**config.mk**
```make
export PLATFORM = sky130hd
export DESIGN_NAME = pdm_code_decoder
export DESIGN_NICKNAME = d
export VERILOG_FILES = /design/src/rtl/pdm_code_decoder.sv
export SDC_FILE = /design/constraint.sdc
export NUM_CORES = 1
export LEC_CHECK = 0
export ABC_AREA = 1
export BUFFER_PORTS_ARGS = -buffer_cell sky130_fd_sc_hd__buf_2
export CORE_ASPECT_RATIO = 1.25
export CORE_UTILIZATION = 51
export DETAILED_ROUTE_END_ITERATION = 10
export HOLD_SLACK_MARGIN = 0.12
export PLACE_DENSITY = 0.73
export SLEW_MARGIN = 20
export SYNTH_ARGS = -nofsm -noshare
export SYNTH_HDL_FRONTEND = slang
export SYNTH_SLANG_ARGS = --single-unit
```
**constraint.sdc**
```tcl
create_clock -name clk -period 1.4 [get_ports clk]
set_input_delay 0.42 -clock clk [delete_from_list [all_inputs] [get_ports clk]]
set_output_delay 0.42 -clock clk [all_outputs]
set_load 0.02 [all_outputs]
```
**src/rtl/pdm_code_decoder.sv**
```systemverilog
// ---------------------------------------------------------------------------
// pdm_code_decoder
//
// Recovers a CODE_WIDTH-bit code from a 1-bit pulse-density stream. The ones
// are counted over a fixed window of 2^DECIM_LOG2 clock cycles. The count is
// then saturated to the largest DECIM_LOG2-bit value and left-aligned into
// CODE_WIDTH bits. The result is offered on a valid/ready output port.
// Windows run back to back with no dead cycles.
//
// Ports
//   clk         clock
//   rst         synchronous, active-high reset
//   pdm_in      pulse-density input; may be asynchronous to clk
//   enable      1 = accumulate windows; 0 = idle and drop any partial window
//   code_out    decoded code; held until a transfer or a newer result
//   code_valid  code_out holds an unconsumed result
//   code_ready  consumer accepts code_out when code_valid & code_ready
//   overrun     sticky; an unconsumed result was overwritten (cleared by rst)
// ---------------------------------------------------------------------------
module pdm_code_decoder #(
   parameter int CODE_WIDTH  = 10,
   parameter int DECIM_LOG2  = 10,
   parameter int SYNC_STAGES = 2
) (
   input  logic                  clk,
   input  logic                  rst,
   input  logic                  pdm_in,
   input  logic                  enable,
   output logic [CODE_WIDTH-1:0] code_out,
   output logic                  code_valid,
   input  logic                  code_ready,
   output logic                  overrun
);

   localparam logic [0:0] ST_IDLE  = 1'b0;
   localparam logic [0:0] ST_ACCUM = 1'b1;

   localparam logic [DECIM_LOG2-1:0] PHASE_ZERO = {DECIM_LOG2{1'b0}};
   localparam logic [DECIM_LOG2-1:0] PHASE_LAST = {DECIM_LOG2{1'b1}};
   localparam logic [DECIM_LOG2:0]   CNT_ZERO   = {(DECIM_LOG2+1){1'b0}};
   localparam logic [CODE_WIDTH-1:0] CODE_ZERO  = {CODE_WIDTH{1'b0}};
   localparam int                    SHIFT      = CODE_WIDTH - DECIM_LOG2;

   // Saturate a window count to the DECIM_LOG2-bit range, then left-align it.
   // Only an all-ones window sets the top count bit.
   function automatic logic [CODE_WIDTH-1:0] scale_sat(input logic [DECIM_LOG2:0] total);
      logic [DECIM_LOG2-1:0] sat;
      sat = total[DECIM_LOG2] ? PHASE_LAST : total[DECIM_LOG2-1:0];
      return CODE_WIDTH'(sat) << SHIFT;
   endfunction

   logic pdm_s;

   generate
      if (SYNC_STAGES == 0) begin : g_nosync
         assign pdm_s = pdm_in;
      end else begin : g_sync
         logic [SYNC_STAGES-1:0] sync_q;
         logic [SYNC_STAGES-1:0] sync_d;

         // Shift pdm_in into the synchroniser chain.
         always_comb begin
            sync_d[0] = pdm_in;
            for (int i = 1; i < SYNC_STAGES; i++) begin
               sync_d[i] = sync_q[i-1];
            end
         end

         // Synchroniser flops.
         always_ff @(posedge clk) begin
            if (rst) begin
               sync_q <= {SYNC_STAGES{1'b0}};
            end else begin
               sync_q <= sync_d;
            end
         end

         assign pdm_s = sync_q[SYNC_STAGES-1];
      end
   endgenerate

   logic [0:0]            state_q, state_d;
   logic [DECIM_LOG2-1:0] phase_q, phase_d;
   logic [DECIM_LOG2:0]   ones_cnt_q, ones_cnt_d;
   logic [CODE_WIDTH-1:0] code_q, code_d;
   logic                  valid_q, valid_d;
   logic                  overrun_q, overrun_d;
   logic [DECIM_LOG2:0]   total_s;
   logic                  win_end_s;

   // Window FSM. The running total already includes the current sample, so the
   // window-end cycle sees the complete count without an extra cycle.
   always_comb begin
      state_d    = state_q;
      phase_d    = phase_q;
      ones_cnt_d = ones_cnt_q;
      win_end_s  = 1'b0;
      total_s    = ones_cnt_q + {{DECIM_LOG2{1'b0}}, pdm_s};
      case (state_q)
         ST_IDLE: begin
            phase_d    = PHASE_ZERO;
            ones_cnt_d = CNT_ZERO;
            if (enable) begin
               state_d = ST_ACCUM;
            end else begin
               state_d = ST_IDLE;
            end
         end
         ST_ACCUM: begin
            if (!enable) begin
               // Drop the partial window; no result is produced.
               state_d    = ST_IDLE;
               phase_d    = PHASE_ZERO;
               ones_cnt_d = CNT_ZERO;
            end else if (phase_q == PHASE_LAST) begin
               win_end_s  = 1'b1;
               phase_d    = PHASE_ZERO;
               ones_cnt_d = CNT_ZERO;
            end else begin
               phase_d    = phase_q + DECIM_LOG2'(1);
               ones_cnt_d = total_s;
            end
         end
         default: begin
            state_d    = ST_IDLE;
            phase_d    = PHASE_ZERO;
            ones_cnt_d = CNT_ZERO;
         end
      endcase
   end

   // Output register and handshake. The newest result always wins. Losing an
   // unconsumed result sets overrun, unless the old result is taken in the same cycle.
   always_comb begin
      code_d    = code_q;
      valid_d   = valid_q;
      overrun_d = overrun_q;
      if (win_end_s) begin
         code_d  = scale_sat(total_s);
         valid_d = 1'b1;
         if (valid_q && !code_ready) begin
            overrun_d = 1'b1;
         end else begin
            overrun_d = overrun_q;
         end
      end else if (valid_q && code_ready) begin
         valid_d = 1'b0;
      end else begin
         valid_d = valid_q;
      end
   end

   // State, window counters and output registers.
   always_ff @(posedge clk) begin
      if (rst) begin
         state_q    <= ST_IDLE;
         phase_q    <= PHASE_ZERO;
         ones_cnt_q <= CNT_ZERO;
         code_q     <= CODE_ZERO;
         valid_q    <= 1'b0;
         overrun_q  <= 1'b0;
      end else begin
         state_q    <= state_d;
         phase_q    <= phase_d;
         ones_cnt_q <= ones_cnt_d;
         code_q     <= code_d;
         valid_q    <= valid_d;
         overrun_q  <= overrun_d;
      end
   end

   assign code_out   = code_q;
   assign code_valid = valid_q;
   assign overrun    = overrun_q;

endmodule

```
# After elaboration in Yosys (flattened, before gate mapping)
# Cells that the tools add are included.
dict set report classes {
  n_addsub 2
  mul 0
  n_div 0
  order_cmp 0
  eq_ne 1
  shifts 0
  mux 13
  bitwise 1
  n_reduce_logical 5
}
# op count
set ops {}
lappend ops {{10-bit two-way mux} 3}
lappend ops {{11-bit two-way mux} 2}
lappend ops {{11-bit case mux with 2 select lines} 1}
lappend ops {{10-bit case mux with 2 select lines} 1}
lappend ops {{11-bit by 1-bit adder with 11-bit output} 1}
lappend ops {{10-bit by 1-bit adder with 10-bit output (second input constant)} 1}
lappend ops {{10-bit == test (second input constant)} 1}
lappend ops {{1-bit two-way mux} 6}
lappend ops {{1-bit logical AND} 2}
lappend ops {{2-bit AND reduction} 1}
lappend ops {{2-bit nonzero test} 1}
lappend ops {{1-bit zero test} 1}
lappend ops {{1-bit inverter} 1}
dict set report totals {
  register_bits 36
  latchBits 0
  mem_bits_rw 0
  rom_bits 0
  input_bits 5
  out_inout_bits 12
  elab_cells 29
  memories 0
}

# Depth between registers and ports, before layout
dict set report logic_depth {
  depth_word 5
  ltp_mapped 11
}

# Least setup slack after synthesis
# Ideal clock, no wire load.
dict set report synth_path {
  kind {flip-flop to flip-flop}
  from {register g_sync.sync_q[1]}
  to {register code_q[2] (netlist: code_out[2])}
  setup_ps 109
  t_arrival_ps 1276
  required_time_ps 1291
  path_slack_ps 16
  stages_incl_launch_ff 11
  cell_sequence {dfxtp_1 -> ha_1 -> ha_1 -> nand2_1 -> nor2_2 -> nand3_1 -> nand2_1 -> buf_4 -> nand3_1 -> nand2_1 -> inv_1}
}
dict set report synth_via {
  elab_chain_cells 2
}
# item line_no
set synth_rtl {}
lappend synth_rtl {{start: declaration} 58} ;# logic [SYNC_STAGES-1:0] sync_q;
lappend synth_rtl {{start signal: assignment} 72} ;# sync_q <= {SYNC_STAGES{1'b0}};
lappend synth_rtl {{start signal: assignment} 74} ;# sync_q <= sync_d;
lappend synth_rtl {{11-bit by 1-bit adder with 11-bit output} 98} ;# total_s = ones_cnt_q + {{DECIM_LOG2{1'b0}}, pdm_s};
lappend synth_rtl {{10-bit two-way mux} 48} ;# sat = total[DECIM_LOG2] ? PHASE_LAST : total[DECIM_LOG2-1:0];
lappend synth_rtl {{end signal: assignment} 166} ;# code_q <= code_d;
lappend synth_rtl {{end: declaration} 85} ;# logic [CODE_WIDTH-1:0] code_q, code_d;
# Every way passes these cells.
# A chain may end at the register's enable or synchronous reset.

# Worst setup path after layout
dict set report layout_path {
  from {register g_sync.sync_q[1]}
  to {register code_q[9] (netlist: code_out[9])}
}
# The elaborated chain is that of the path after synthesis.

==> flow_metrics.tcl <==
set metrics [dict create \
    drt-total-wl_um 3210 \
    violations "setup timing" \
    yosysTopAreaCellShare_pct 44.6 \
    clk_latency_ps 350 \
    avgViaCountPerCell 4.83 \
    path_clk_slew_ps 120 \
    antenna_found_initial 0 \
    cts_root_buffer "clkbuf_4" \
    peakVddDrop_v 0.000608 \
    dieArea_um2 3400 \
    power_w 0.00181 \
    cp_max_fo 7 \
    end_kind "register" \
    slew_headroom_pct 82.6 \
    grt_use_total_pct 22.2 \
    nNetsFinal 259 \
    drive_gt1_share_pct 31.0 \
    rows 22 \
    vias 1392 \
    ys_types 24 \
    synth_area_leaders "dfxtp_1 45%, nand2_1 10%, inv_1 9.5%, nor2_1 7.2%, nand3_1 5.9%" \
    portBuffers 16 \
    clock_sinks 36 \
    wl_per_cell_um 11.1 \
    core-area_um2 2970 \
    syn_inst 217 \
    clk_path_buf_depth 2 \
    cts_tree "built" \
    p_leak_nw 0.858 \
    worst_setup_path_start_kind "register" \
    finalSetupViolations 11 \
    drc 0 \
    final_common_cell "nand2_1" \
    grt_max_degree 15 \
    cts_max_level 2 \
    worstPathRequired_ps 1650 \
    fin_setup_tns_ps -323 \
    grt.overflow.total 0 \
    syn_area_um2 1620 \
    final_cell_mix "42 x nand2_1, 41 x inv_1, 32 x dfxtp_1" \
    finalCriticalPeriod_ps 1470 \
    drtPass1Iterations 4 \
    post-place-ws_ps -101 \
    clock_skew_ps 11.4 \
    ys_seq_area_share_pct 44.6 \
    fmax_mhz 681 \
    grt_pass1_vias 1317 \
    final-hold-violation-count 0 \
    ys_warn_count 0 \
    worst_slew_pin_slew_ps 260 \
    gp_congestion 0.865 \
    status "finished, violations left" \
    synth_area_per_cell_um2 7.44 \
    antenna_cells 0 \
    cts-buffers-inserted 5 \
    dieHeight_um 64.9 \
    syn-num-nets 225 \
    die_w_um 52.3 \
    crit_type "register to register" \
    synth_seq_cells 36 \
    place_hpwl_um 2110 \
    holdBufCountCts 0 \
    synth_top_cell_by_area "dfxtp_1" \
    initial_core_util_pct 54.3 \
    first_iter_violations 47 \
    setup_ws_ps -68.2 \
    area_delta_synth_final_pct 28.0 \
    grt_pass1_wl_um 5460 \
    maxCapViolCount 0 \
    period_share_pct 105 \
    drv_slew 0 \
    worst_hold_path_type "input pin to register" \
    rsz0062_at_grt "true" \
    arrival_ps 1720 \
    io_pins 17 \
    route.antenna.remaining_nets 0 \
    power_density_nw_per_um2 873 \
]
[area by class of cell]
| class | instances | area [um^2] |
|---|---|---|
| Tap cell | 36 | 45.0 |
| Multi-Input combinational cell | 134 | 833 |
| Timing Repair Buffer | 33 | 230 |
| Clock buffer | 5 | 37.5 |
| Inverter | 41 | 154 |
| Clock inverter | 3 | 42.5 |
| Sequential cell | 36 | 726 |
| Fill cell | 242 | 905 |
[layer usage]
metal  wire length (um)  up-vias  track usage, %
li1                   -      727               -
met4                136        0            14.1
met5                  0        -               0
met2               1600       36            38.0
met3                126       12            6.57
met1               1340      617            22.6
[critical path: stages (launching register included)]
cell,delay (ps)
dfxtp_2,350
ha_4,160
ha_4,160
nand2_4,90
nor2_4,50
nand2_1,60
nand2_1,70
nand2_2,80
buf_6,140
nand3_2,90
nand2_1,80
inv_1,40
[where the power goes]
group	leakage, nW	switching (W)	internal, W
registers	0.292	0.00000299	0.00103
logic	0.524	0.0000215	0.0000140
clock network	0.0412	0.000365	0.000372
total	0.858	0.000390	0.00142
[sequential cells by signal, indices dropped and copies added, names as in the netlist]
name,count
g_sync.sync_q,2
overrun,1
code_out,10
ones_cnt_q,11
code_valid,1
phase_q,10
state_q,1
[through the flow]
step | utilization, % | std cells | cell area, um^2 | hold slack [ps]
floorplan | - | 217 | 1620 | 388
global placement | 60.3 | 276 | 1790 | 394
detailed placement | 60.3 | 276 | 1790 | 395
CTS | 68.1 | 287 | 2020 | 222
global route | 69.6 | 288 | 2070 | 212
finish | 69.6 | 288 | 2070 | 229
[worst paths after layout]
| check | end | from | slack, ps | depth (start not counted) |
|---|---|---|---|---|
| hold reg to reg | g_sync.sync_q[1] | g_sync.sync_q[0] | 410 | 2 |
| hold / removal | state_q | rst | 230 | 2 |
| setup reg to reg | code_out[9] | g_sync.sync_q[1] | -70 | 11 |
| setup / recovery | code_out[9] | g_sync.sync_q[1] | -70 | 11 |
[logic make-up after synthesis]
group	after synthesis	share of synthesized area, %
DFF	36	44.6
xor gates and xnor gates	7	3.80
adders and majority gates	3	2.32
and+or+nand+nor	109	31.4
buffers and inverters	47	12.3
AOI/OAI and AO/OA	15	5.50
[repair_timing]
action / 4_1_cts / 5_1_grt
setup buffers: 3 / 1
cloned: 0 / 0
gates resized for setup: 30 / 8
endpoints found under the setup margin: 13 / 26
pin swaps: 16 / 10
[synthesized netlist by cell type (all sizes together)]
cell    instances
a21oi          14
buf             6
dfxtp          36
ha              3
inv            41
nand2          46
nand3          21
nand3b          1
nand4           1
nor2           35
nor3            2
nor3b           2
o21bai          1
or2             1
xnor2           3
xor2            4
No activity file was read; power rests on OpenSTA's default activity.
